`config.mk`:
```
export PLATFORM = sky130hd
export DESIGN_NAME = axi_decerr_responder
export DESIGN_NICKNAME = d
export VERILOG_FILES = /design/src/rtl/axi_decerr_responder_pkg.sv /design/src/rtl/axi_decerr_responder.sv
export SDC_FILE = /design/constraint.sdc
export NUM_CORES = 1
export LEC_CHECK = 0
export ABC_AREA = 1
export CORE_MARGIN = 3
export CORE_UTILIZATION = 44
export DETAILED_ROUTE_END_ITERATION = 16
export GPL_ROUTABILITY_DRIVEN = 0
export PLACE_DENSITY = 0.86
export SYNTH_ARGS = -nofsm -noshare
export SYNTH_HDL_FRONTEND = slang
export SYNTH_SLANG_ARGS = --single-unit
```
`constraint.sdc`:
```
create_clock -name clk_i -period 3.3 [get_ports clk_i]
set_input_delay 0.33 -clock clk_i [delete_from_list [all_inputs] [get_ports clk_i]]
set_output_delay 0.33 -clock clk_i [all_outputs]
set_load 0.02 [all_outputs]
```
`src/rtl/axi_decerr_responder_pkg.sv`:
```
// Shared SoC definitions for the default (unmapped) crossbar port:
// AXI response encodings, the read-data filler pattern, the crossbar
// slave enumeration including the error port, and the error window.
package axi_decerr_responder_pkg;

    // AXI response encodings
    localparam logic [1:0] RESP_OKAY   = 2'b00;
    localparam logic [1:0] RESP_EXOKAY = 2'b01;
    localparam logic [1:0] RESP_SLVERR = 2'b10;
    localparam logic [1:0] RESP_DECERR = 2'b11;

    // Recognisable filler returned on every read beat of an unmapped access
    localparam logic [63:0] DECERR_RESP_DATA = 64'hBADC_AB1E_BADC_AB1E;

    // Crossbar slave ports; the error port is addressed explicitly by the rule table
    typedef enum logic [2:0] {
        XBAR_SLV_ROM    = 3'd0,
        XBAR_SLV_SRAM   = 3'd1,
        XBAR_SLV_PERIPH = 3'd2,
        XBAR_SLV_DRAM   = 3'd3,
        XBAR_SLV_ERR    = 3'd4
    } xbar_slv_e;

    localparam int unsigned XBAR_NR_SLAVES = 5;

    // Hole in the address map routed to the error port
    localparam logic [63:0] ERR_PORT_BASE = 64'h0000_0000_5000_0000;
    localparam logic [63:0] ERR_PORT_LEN  = 64'h0000_0000_3000_0000;

    // Write channel state
    typedef enum logic [1:0] {
        W_IDLE = 2'd0,
        W_DATA = 2'd1,
        W_RESP = 2'd2
    } wr_state_e;

    // Read channel state
    typedef enum logic {
        R_IDLE = 1'b0,
        R_DATA = 1'b1
    } rd_state_e;

    // True when an address falls inside the explicit error window
    function automatic logic in_err_window(input logic [63:0] addr);
        return (addr >= ERR_PORT_BASE) && (addr < (ERR_PORT_BASE + ERR_PORT_LEN));
    endfunction

endpackage

```
`src/rtl/axi_decerr_responder.sv`:
```
// AXI4 responder for the crossbar default port. Every accepted write is
// drained and answered with DECERR on B; every accepted read returns
// ar_len+1 beats of filler data with DECERR on R. A saturating counter
// tallies accepted requests and the most recent request address is kept
// for debug readout. Read and write paths are independent and each holds
// at most one outstanding transaction.
module axi_decerr_responder
    import axi_decerr_responder_pkg::*;
#(
    parameter int unsigned         IdWidth   = 6,
    parameter int unsigned         AddrWidth = 64,
    parameter int unsigned         DataWidth = 64,
    parameter logic [DataWidth-1:0] RespData = DataWidth'(DECERR_RESP_DATA),
    parameter int unsigned         CntWidth  = 32
) (
    input  logic                 clk_i,
    input  logic                 rst_ni,
    // write address
    input  logic [IdWidth-1:0]   aw_id_i,
    input  logic [AddrWidth-1:0] aw_addr_i,
    input  logic                 aw_valid_i,
    output logic                 aw_ready_o,
    // write data
    input  logic                 w_last_i,
    input  logic                 w_valid_i,
    output logic                 w_ready_o,
    // write response
    output logic [IdWidth-1:0]   b_id_o,
    output logic [1:0]           b_resp_o,
    output logic                 b_valid_o,
    input  logic                 b_ready_i,
    // read address
    input  logic [IdWidth-1:0]   ar_id_i,
    input  logic [AddrWidth-1:0] ar_addr_i,
    input  logic [7:0]           ar_len_i,
    input  logic                 ar_valid_i,
    output logic                 ar_ready_o,
    // read data
    output logic [IdWidth-1:0]   r_id_o,
    output logic [DataWidth-1:0] r_data_o,
    output logic [1:0]           r_resp_o,
    output logic                 r_last_o,
    output logic                 r_valid_o,
    input  logic                 r_ready_i,
    // debug
    output logic [CntWidth-1:0]  err_cnt_o,
    output logic [AddrWidth-1:0] last_addr_o
);

    // Write path state and registered outputs
    wr_state_e            r_wr_state;
    logic                 r_aw_ready;
    logic                 r_w_ready;
    logic                 r_b_valid;
    logic [IdWidth-1:0]   r_b_id;

    // Read path state and registered outputs
    rd_state_e            r_rd_state;
    logic                 r_ar_ready;
    logic                 r_r_valid;
    logic                 r_r_last;
    logic [IdWidth-1:0]   r_r_id;
    logic [7:0]           r_beat_cnt;

    // Debug state
    logic [CntWidth-1:0]  r_err_cnt;
    logic [AddrWidth-1:0] r_last_addr;

    // Handshake qualifiers
    logic                 w_aw_hs;
    logic                 w_w_last_hs;
    logic                 w_b_hs;
    logic                 w_ar_hs;
    logic                 w_r_hs;
    logic [1:0]           w_hs_inc;

    // Counter increment that clamps at all-ones instead of wrapping
    function automatic logic [CntWidth-1:0] sat_add(input logic [CntWidth-1:0] cur,
                                                    input logic [1:0]          inc);
        logic [CntWidth:0] sum;
        sum = {1'b0, cur} + (CntWidth+1)'(inc);
        if (sum[CntWidth]) begin
            return '1;
        end
        return sum[CntWidth-1:0];
    endfunction

    assign w_aw_hs     = aw_valid_i && r_aw_ready;
    assign w_w_last_hs = w_valid_i && r_w_ready && w_last_i;
    assign w_b_hs      = r_b_valid && b_ready_i;
    assign w_ar_hs     = ar_valid_i && r_ar_ready;
    assign w_r_hs      = r_r_valid && r_ready_i;
    assign w_hs_inc    = {1'b0, w_aw_hs} + {1'b0, w_ar_hs};

    // Write FSM: accept AW, swallow W beats up to wlast, then answer on B
    always_ff @(posedge clk_i or negedge rst_ni) begin
        if (!rst_ni) begin
            r_wr_state <= W_IDLE;
            r_aw_ready <= 1'b1;
            r_w_ready  <= 1'b0;
            r_b_valid  <= 1'b0;
            r_b_id     <= '0;
        end else begin
            case (r_wr_state)
                W_IDLE: begin
                    if (w_aw_hs) begin
                        r_b_id     <= aw_id_i;
                        r_aw_ready <= 1'b0;
                        r_w_ready  <= 1'b1;
                        r_wr_state <= W_DATA;
                    end
                end
                W_DATA: begin
                    if (w_w_last_hs) begin
                        r_w_ready  <= 1'b0;
                        r_b_valid  <= 1'b1;
                        r_wr_state <= W_RESP;
                    end
                end
                W_RESP: begin
                    if (w_b_hs) begin
                        r_b_valid  <= 1'b0;
                        r_aw_ready <= 1'b1;
                        r_wr_state <= W_IDLE;
                    end
                end
                default: begin
                    r_aw_ready <= 1'b1;
                    r_w_ready  <= 1'b0;
                    r_b_valid  <= 1'b0;
                    r_wr_state <= W_IDLE;
                end
            endcase
        end
    end

    // Read FSM: accept AR, then emit ar_len+1 beats; the counter is the
    // number of beats still to go after the current one, so it never wraps
    always_ff @(posedge clk_i or negedge rst_ni) begin
        if (!rst_ni) begin
            r_rd_state <= R_IDLE;
            r_ar_ready <= 1'b1;
            r_r_valid  <= 1'b0;
            r_r_last   <= 1'b0;
            r_r_id     <= '0;
            r_beat_cnt <= '0;
        end else begin
            case (r_rd_state)
                R_IDLE: begin
                    if (w_ar_hs) begin
                        r_r_id     <= ar_id_i;
                        r_beat_cnt <= ar_len_i;
                        r_r_last   <= (ar_len_i == 8'd0);
                        r_r_valid  <= 1'b1;
                        r_ar_ready <= 1'b0;
                        r_rd_state <= R_DATA;
                    end
                end
                R_DATA: begin
                    if (w_r_hs) begin
                        if (r_beat_cnt == 8'd0) begin
                            r_r_valid  <= 1'b0;
                            r_r_last   <= 1'b0;
                            r_ar_ready <= 1'b1;
                            r_rd_state <= R_IDLE;
                        end else begin
                            r_beat_cnt <= r_beat_cnt - 8'd1;
                            r_r_last   <= (r_beat_cnt == 8'd1);
                        end
                    end
                end
                default: begin
                    r_r_valid  <= 1'b0;
                    r_r_last   <= 1'b0;
                    r_ar_ready <= 1'b1;
                    r_rd_state <= R_IDLE;
                end
            endcase
        end
    end

    // Error statistics: count accepted requests, remember the latest address
    // (write address takes priority when both channels handshake together)
    always_ff @(posedge clk_i or negedge rst_ni) begin
        if (!rst_ni) begin
            r_err_cnt   <= '0;
            r_last_addr <= '0;
        end else begin
            if (w_aw_hs || w_ar_hs) begin
                r_err_cnt <= sat_add(r_err_cnt, w_hs_inc);
            end
            if (w_aw_hs) begin
                r_last_addr <= aw_addr_i;
            end else if (w_ar_hs) begin
                r_last_addr <= ar_addr_i;
            end
        end
    end

    assign aw_ready_o  = r_aw_ready;
    assign w_ready_o   = r_w_ready;
    assign b_id_o      = r_b_id;
    assign b_resp_o    = RESP_DECERR;
    assign b_valid_o   = r_b_valid;

    assign ar_ready_o  = r_ar_ready;
    assign r_id_o      = r_r_id;
    assign r_data_o    = RespData;
    assign r_resp_o    = RESP_DECERR;
    assign r_last_o    = r_r_last;
    assign r_valid_o   = r_r_valid;

    assign err_cnt_o   = r_err_cnt;
    assign last_addr_o = r_last_addr;

endmodule

```
# ---- After elaboration in Yosys (flattened, before gate mapping)
# Index checks and enable logic that the tools add are counted.
dict set report totals {
  reg_bits 125
  in_bits 156
  elab_cells 89
}
dict set report op_classes {
  add_sub_neg 3
  n_eq_ne 10
  muxes 39
  n_bitwise 4
  n_reduce_logical 20
}
# cell n
set ops {}
lappend ops {{2-to-1 mux 64 bit} 2}
lappend ops {{2-to-1 mux 32 bit} 2}
lappend ops {{adder 32 x 2 -> 33 bit} 1}
lappend ops {{2-to-1 mux 8 bit} 3}
lappend ops {{2-to-1 mux 1 bit} 20}
lappend ops {{AND reduction 3 bit} 6}
lappend ops {{zero test 8 bit} 2}
lappend ops {{case mux 8 bit (2 select lines)} 1}
lappend ops {{!= test 2 bit, second input constant} 5}
lappend ops {{case mux 1 bit (3 select lines)} 3}
lappend ops {{equality test 8 x 1 -> 1 bit, second input constant} 1}
lappend ops {{case mux 1 bit (2 select lines)} 4}
lappend ops {{subtractor 8 x 1 -> 8 bit, second input constant} 1}
lappend ops {{logical AND 1 bit} 6}
lappend ops {{2-to-1 mux 2 bit} 3}
lappend ops {{case mux 2 bit (3 select lines)} 1}
lappend ops {{AND reduction 2 bit} 3}
lappend ops {{!= test 2 x 1 -> 1 bit, second input constant} 2}
lappend ops {{NOT 1 bit} 4}
lappend ops {{adder 1 x 1 -> 2 bit} 1}
lappend ops {{equality test 2 x 1 -> 1 bit, second input constant} 1}
lappend ops {{equality test 2 bit, second input constant} 1}
lappend ops {{zero test 2 bit} 1}
lappend ops {{nonzero test 2 bit} 1}
lappend ops {{logical OR 1 bit} 1}

# ---- Depth between registers and ports, before layout
# Gate-level depths: netlist of the first run.
dict set report logic_depth {
  depth_word 6
  mapped_depth 12
  ltp_nobuf 11
}

# ---- Worst setup path after synthesis of the first run
# Ideal clock, no wire load.
dict set report synth_path {
  path_type {reg2reg}
  start {reg r_aw_ready, in the netlist aw_ready_o}
  end {reg r_err_cnt[26], in the netlist err_cnt_o[26]}
  setup_time_ns 0.066
  t_arrival_ns 2.253
  slack_ns 0.981
  path_stages_with_launch 13
  period_less_slack_ns 2.319
  path_cell_list {dfstp_2 > nand2_2 > inv_1 > clkbuf_1 > fa_1 > ha_1 > nand2_2 > nor2_4 > nand3_4 > nor2_4 > nand3_4 > buf_6 > nand3_2}
}
dict set report synth_between {
  elab_chain_cells 6
}
# item line
set synth_lines {}
lappend synth_lines {{start, declared} axi_decerr_responder.sv:52} ;# logic r_aw_ready;
lappend synth_lines {{start signal, assigned} axi_decerr_responder.sv:99} ;# r_aw_ready <= 1'b1;
lappend synth_lines {{start signal, assigned} axi_decerr_responder.sv:108} ;# r_aw_ready <= 1'b0;
lappend synth_lines {{start signal, assigned} axi_decerr_responder.sv:123} ;# r_aw_ready <= 1'b1;
lappend synth_lines {{logical AND 1 bit (*)} axi_decerr_responder.sv:88} ;# assign w_aw_hs = aw_valid_i && r_aw_ready;
lappend synth_lines {{adder 1 x 1 -> 2 bit} axi_decerr_responder.sv:93} ;# assign w_hs_inc = {1'b0, w_aw_hs} + {1'b0, w_ar_hs};
lappend synth_lines {{adder 32 x 2 -> 33 bit} axi_decerr_responder.sv:81} ;# sum = {1'b0, cur} + (CntWidth+1)'(inc);
lappend synth_lines {{2-to-1 mux 1 bit} axi_decerr_responder.sv:82} ;# if (sum[CntWidth]) begin
lappend synth_lines {{2-to-1 mux 1 bit} axi_decerr_responder.sv:189} ;# if (w_aw_hs || w_ar_hs) begin
lappend synth_lines {{2-to-1 mux 32 bit} axi_decerr_responder.sv:85} ;# return sum[CntWidth-1:0];
lappend synth_lines {{end signal, assigned} axi_decerr_responder.sv:190} ;# r_err_cnt <= sat_add(r_err_cnt, w_hs_inc);
lappend synth_lines {{end, declared} axi_decerr_responder.sv:66} ;# logic [CntWidth-1:0] r_err_cnt;
# Every way passes the cells marked *; elsewhere a longest branch is shown, timed or not. The select of a mux whose other input is x is not followed.
# A chain may end at the register's enable or synchronous reset.

# ---- Worst setup path in the final report of the first run
dict set report layout_path {
  start {reg r_ar_ready, in the netlist ar_ready_o}
  end {reg r_err_cnt[20], in the netlist err_cnt_o[20]}
}
dict set report layout_between {
  elab_chain_cells 6
}
# item line
set layout_lines {}
lappend layout_lines {{start, declared} axi_decerr_responder.sv:59} ;# logic r_ar_ready;
lappend layout_lines {{start signal, assigned} axi_decerr_responder.sv:142} ;# r_ar_ready <= 1'b1;
lappend layout_lines {{start signal, assigned} axi_decerr_responder.sv:155} ;# r_ar_ready <= 1'b0;
lappend layout_lines {{start signal, assigned} axi_decerr_responder.sv:164} ;# r_ar_ready <= 1'b1;
lappend layout_lines {{logical AND 1 bit (*)} axi_decerr_responder.sv:91} ;# assign w_ar_hs = ar_valid_i && r_ar_ready;
lappend layout_lines {{adder 1 x 1 -> 2 bit} axi_decerr_responder.sv:93}
lappend layout_lines {{adder 32 x 2 -> 33 bit} axi_decerr_responder.sv:81}
lappend layout_lines {{2-to-1 mux 1 bit} axi_decerr_responder.sv:82}
lappend layout_lines {{2-to-1 mux 1 bit} axi_decerr_responder.sv:189}
lappend layout_lines {{2-to-1 mux 32 bit} axi_decerr_responder.sv:85}
# Marked as above.

==> flow_summary.ini, run 1 <==
[yosys]
netlist_area_mm2 = 0.00690
synth.top_cell.area_share_pct = 44.6
synth-async-reset-ratio_pct = 100
synth_seq_cells = 125
ys_seq_area_share_pct = 45.4
syn_inst = 884
yosysUniqueCellTypes = 34
synth-warning-count = 0
synth_top_cell_by_area = dfrtp_1
syn_area_per_cell_um2 = 7.80
synth-edff-count = 0
synth.area.top_cells = dfrtp_1 45%, nand2_1 16%, buf_4 7.5%
synth_ff_type = dfrtp_1

[sta]
whs_ns = -0.00660
max_freq_mhz = 432
period_minus_slack_ns = 2.32
tightestPinTransition_ns = 0.736
tns_ns = 0
post-route-period-util_pct = 70.2
finClkSkew_ns = 0.00611
rsz0062_at_grt = no
setup_violations = 0
slew_violations = 0
relSlewSlack_pct = 50.9
setup_ws_ns = 0.983
hold_violations = 2

[worst_setup_path]
path_depth = 10
path_buf_inv = 1
worstPathRequired_ns = 3.65
max_stage_delay_ns = 0.57
path_max_fanout = 7
reg2reg_depth = 10
worstSetupPathType = flip-flop to flip-flop
crit_start = ar_ready_o$_DFFE_PN1P_
crit_family = simple AND/OR/NAND/NOR gates
start_kind = flip-flop
r2r_start = ar_ready_o$_DFFE_PN1P_
worstSetupEndpointType = flip-flop
crit_slowest_cell = dfstp_2
critPathArrivalTime_ns = 2.67
worstPathCellList = nand2_2, inv_1, fa_1, ha_1, nand2_2, nor2_4, nand3_1, nor2_1, nand3_2, nand3_1

[clock_tree]
htreeDepth = 4
ctsResizeCount = 0
root_buffer = clkbuf_16
cts_sinks = 125
post_cts_buffers = 0
cts_tree = yes
clock_path_buffers = 2
clkSlewWorstSetupHoldPaths_ns = 0.06
numCtsBuffers = 17
hold_buffers = 0
insertion_delay_ns = 0.42

[run]
drv_cap = 0

[drt]
wl_per_cell_um = 15.0
routed_wl_um = 20500
via_per_inst = 4.90
drtAntennaViolNets = 0
drc_errors = 0
drtPass1Iterations = 5
vias = 6707
drt-initial-drc-count = 449

[floorplanning]
start_util_pct = 45.2
die_h_um = 131
die_x_um = 131
die_area_mm2 = 0.0172
core_mm2 = 0.0153
boundaryPins = 338
num_rows = 45

[power]
seqPwrFrac_pct = 38.4
clkPwrFrac_pct = 53.9
comb_power_share_pct = 7.7
p_per_area_mw_per_mm2 = 394
intPower_mw = 3.16
p_sw_mw = 0.836
p_leak_nw = 4.72
irDropWorstVdd_mv = 0.352
p_sw_share_pct = 20.9

[place]
numPortBuffers = 269
place_hpwl_um = 14900
pre_cts_ws_ns = 0.742

[cells_and_area]
area_growth_pct = 47.1
fin_nets = 1304
drive_above_1_share_pct = 6.49

[global_routing]
grt_max_degree = 126
antenna_found_initial = 1
grt_pass1_vias = 6373
grt_overflow = 0
grt_pass1_wl_um = 32500
grt_usage_pct = 23.3

[min_path]
hp-class = input port to asynchronous set/reset pin

[outcome]
violations = hold timing
status = complete, but fails checks
per-stage QoR:
| step | power [mW] | instances | area [um2] | util (%) |
|---|---|---|---|---|
| finish | 3.99 | 1368 | 10100 | 66.5 |
| global route | 4.11 | 1368 | 10100 | 66.5 |
| CTS | 4.02 | 1367 | 10100 | 66.5 |
| detailed placement | 1.87 | 1335 | 9470 | 62.1 |
| global placement | 1.87 | 1335 | 9470 | 62.1 |
| floorplan | 1.71 | 950 | 7140 | - |
worst reg2reg max path: stages, from the launching register on:
cell     delay [ns]
dfstp_2        0.57
nand2_2        0.12
inv_1          0.10
fa_1           0.20
ha_1           0.20
nand2_2        0.08
nor2_4         0.18
nand3_1        0.16
nor2_1         0.28
nand3_2        0.23
nand3_1        0.15
flip-flops by register name, indices dropped and copies added, names as in the netlist:
| signal | flops |
|---|---|
| ar_ready_o | 1 |
| last_addr_o | 64 |
| r_last_o | 1 |
| r_rd_state | 1 |
| r_id_o | 6 |
| err_cnt_o | 32 |
| r_valid_o | 1 |
| aw_ready_o | 1 |
| r_wr_state | 2 |
| r_beat_cnt | 8 |
| w_ready_o | 1 |
| b_valid_o | 1 |
| b_id_o | 6 |
final timing paths:
kind,endpoint,slack [ns]
min in group clk_i,b_id_o[5]$_DFFE_PN0P_,0.45
hold / removal,r_beat_cnt[7]$_DFFE_PN0P_,-0.007
setup / recovery,err_cnt_o[20]$_DFFE_PN0P_,0.98
setup reg to reg,err_cnt_o[20]$_DFFE_PN0P_,0.98
max in group asynchronous,r_rd_state$_DFF_PN0_,2.78
hold reg to reg,r_id_o[5]$_DFFE_PN0P_,0.48
routing by layer:
layer	part of all wire [%]	up-vias	GRT usage [%]	routed length (um)
met2	49	295	39.5	9970
met1	41	3146	27.9	8390
met3	7.6	43	6.51	1550
met5	0	-	0	0
li1	-	3223	-	-
met4	2.8	0	9.74	576
placed cells by master, fill, tap and decap left out, types with 11 or more instances in the layout:
master | netlist | layout
nand2_1 | 290 | 290
clkdlybuf4s50_1 | 0 | 268
nor2_1 | 124 | 124
dfrtp_1 | 123 | 123
conb_1 | 2 | 68
a31oi_1 | 65 | 65
inv_1 | 46 | 45
nand3_1 | 36 | 36
clkbuf_16 | 0 | 17
o21ai_0 | 14 | 14
nand3b_1 | 14 | 14
nand3_2 | 11 | 11
cell families (layout without fill, tap and decap cells):
group           after synthesis  in the layout  synth area share (%)
compound gates               86             86                  7.46
xor+xnor                     11             11                  1.40
fa+ha+maj                     5              5                  1.02
buf+inv                     148            354                  12.5
flops                       125            125                  45.4
mux                           1              1                 0.145
other cells                   2             69                 0.109
simple gates                506            506                  32.0
synth_stat cells, drive strengths merged (4+ instances only):
cell type / count
o21ai: 16
clkbuf: 8
inv: 47
nand4: 6
ha: 4
nand3: 49
a31oi: 65
xor2: 5
nand2: 299
nor2: 134
a21oi: 4
nand3b: 14
buf: 93
dfrtp: 123
xnor2: 6
power by group through the flow:
stage / clock [mW] / sequential (mW) / combinational, mW
detailed placement: 0 / 1.56 / 0.308
global placement: 0 / 1.56 / 0.305
finish: 2.15 / 1.53 / 0.309
global route: 2.24 / 1.53 / 0.332
CTS: 2.18 / 1.53 / 0.309
floorplan: 0 / 1.56 / 0.147
layout make-up:
type                            count  area, um2
Fill cell                        1243       5110
Inverter                           47        176
Clock buffer                       21        460
Tap cell                          211        264
Sequential cell                   125       3130
Antenna cell                        1       2.50
Clock inverter                     11        213
Multi-Input combinational cell    677       3150
Timing Repair Buffer              275       2750
Power figures use the tool's default switching activity.
==> inputs of run 2 (changes only) <==
CORE_UTILIZATION = 41   (was 44)
PLACE_DENSITY = 0.81   (was 0.86)
clock period = 2.2 ns   (was 3.3 ns; I/O delays follow)
==> run 2 against run 1 <==
Sequential cell count unchanged; the flow now finishes without violations; largest cell class unchanged; first-iteration DRC count increased by 0.89%; die area grew 7.0%; critical endpoint is now err_cnt_o[24]$_DFFE_PN0P_; clock skew up 0.0017 ns; combinational power is 52% higher; non-clock buffer count is 9 higher; via count down 0.85%; cell count up 0.88%.
==> flow_summary.ini, run 2 (synthesized netlist as in run 1, its figures left out) <==
[outcome]
status = complete, no violations

[power]
intPower_mw = 4.36
p_sw_share_pct = 21.8
irDropWorstVdd_mv = 0.480
comb_power_share_pct = 8.4
p_leak_nw = 4.76
seqPwrFrac_pct = 41.2
p_per_area_mw_per_mm2 = 548
p_sw_mw = 1.22
clkPwrFrac_pct = 50.3

[drt]
drc_errors = 0
drt-initial-drc-count = 453
vias = 6650
drtAntennaViolNets = 0
wl_per_cell_um = 15.4
drtPass1Iterations = 6
routed_wl_um = 21200
via_per_inst = 4.82

[cells_and_area]
fillCellCount = 1373
largest_register_ffs = 64
fin_nets = 1313
final_cell_mix = 290 x nand2_1, 268 x clkdlybuf4s50_1, 123 x dfrtp_1
drive_above_1_share_pct = 7.30
area_growth_pct = 47.7
seq_area_mm2 = 0.00313
utilization_pct = 63.0
final_cell_area_mm2 = 0.0102
multi_input_area_mm2 = 0.00317
diodes = 0
final_common_cell = nand2_1
final_cells = 1380

[worst_setup_path]
worstSetupEndpointType = flip-flop
path_max_fanout = 4
rrSetupSlack_ns = 0.16
reg2reg_depth = 12
critPathArrivalTime_ns = 2.32
start_kind = flip-flop
worstSetupPathType = flip-flop to flip-flop
worstPathRequired_ns = 2.48
regToRegEndpoint = err_cnt_o[24]$_DFFE_PN0P_
r2r_start = ar_ready_o$_DFFE_PN1P_

[global_routing]
antenna_found_initial = 0
grt_pass1_wl_um = 32600
grt_pass1_vias = 6213
grt_usage_pct = 22.4
grt_overflow = 0
grt_max_degree = 115

[sta]
max_freq_mhz = 490
slew_violations = 0
tightestPinTransition_ns = 0.727
finClkSkew_ns = 0.00782
setup_violations = 0
hold_violations = 0
period_minus_slack_ns = 2.04
post-route-period-util_pct = 92.8
rsz0062_at_grt = no
relSlewSlack_pct = 51.5
tns_ns = 0

[floorplanning]
die_area_mm2 = 0.0184
start_util_pct = 42.6
die_h_um = 136
num_rows = 46
boundaryPins = 338
die_x_um = 136
core_mm2 = 0.0162

[place]
place_hpwl_um = 15700
place_inst = 1348
numPortBuffers = 269
placed_cell_area_mm2 = 0.00957

[clock_tree]
htreeDepth = 4
insertion_delay_ns = 0.41
numCtsBuffers = 17
clkSlewWorstSetupHoldPaths_ns = 0.06
root_buffer = clkbuf_16
clock_path_buffers = 2
cts_sinks = 125
post_cts_buffers = 0
cts_tree = yes

[run]
drv_cap = 0

[min_path]
hp-class = input port to asynchronous set/reset pin
run 2: cell type report:
cell class / count / share of cell area (%)
Clock buffer: 24 / 4.93
Timing Repair Buffer: 284 / 28.0
Inverter: 47 / 1.73
Tap cell: 216 / 2.65
Sequential cell: 125 / 30.7
Multi-Input combinational cell: 677 / 31.1
Clock inverter: 7 / 0.835
run 2: worst max path at each step:
stage,from,to,slack [ns]
CTS,ar_ready_o$_DFFE_PN1P_,err_cnt_o[22]$_DFFE_PN0P_,0.09
detailed placement,aw_valid_i,err_cnt_o[22]$_DFFE_PN0P_,-0.02
global route,ar_ready_o$_DFFE_PN1P_,err_cnt_o[22]$_DFFE_PN0P_,0.01
finish,ar_ready_o$_DFFE_PN1P_,err_cnt_o[24]$_DFFE_PN0P_,0.16
global placement,aw_valid_i,err_cnt_o[20]$_DFFE_PN0P_,0.02
floorplan,aw_ready_o$_DFFE_PN1P_,err_cnt_o[26]$_DFFE_PN0P_,0.01
run 2: worst max-delay path, stage by stage (launching register included):
cell and delay [ns]:
dfstp_2 0.56, nand2_2 0.06, inv_1 0.07, fa_1 0.19, ha_1 0.19, nand2_2 0.07, nor2_4 0.15, nand3_4 0.10
nor2_4 0.12, buf_4 0.14, nand2_1 0.08, nand2_1 0.08, o21ai_0 0.09
run 2: repair_timing:
action,in CTS,in global routing
hold buffers,1,0
endpoints found under the hold margin,123,0
endpoints found under the setup margin,0,7
resized for setup,0,4
run 2: metrics by stage:
step / power [mW] / hold slack [ns] / worst slack (ns)
floorplan: 2.56 / -0.0756 / 0.0147
global placement: 2.80 / 0.0253 / 0.0243
detailed placement: 2.81 / 0.0264 / -0.0231
CTS: 5.64 / 0.126 / 0.0851
global route: 5.77 / 0.171 / 0.0130
finish: 5.58 / 0.156 / 0.158
run 2: routing by layer:
layer | global-route usage (%) | routed length (um) | part of all wire (%)
met3 | 6.43 | 1810 | 8.5
met5 | 0 | 0 | 0
met2 | 36.7 | 10500 | 49
met4 | 7.22 | 426 | 2.0
met1 | 28.8 | 8490 | 40
run 2: power by group through the flow:
stage | combinational [mW] | clock (mW) | sequential [mW]
2_1_floorplan | 0.221 | 0 | 2.34
3_3_place_gp | 0.464 | 0 | 2.34
3_5_place_dp | 0.467 | 0 | 2.34
4_1_cts | 0.472 | 2.86 | 2.30
5_1_grt | 0.508 | 2.96 | 2.30
6_report | 0.471 | 2.81 | 2.30
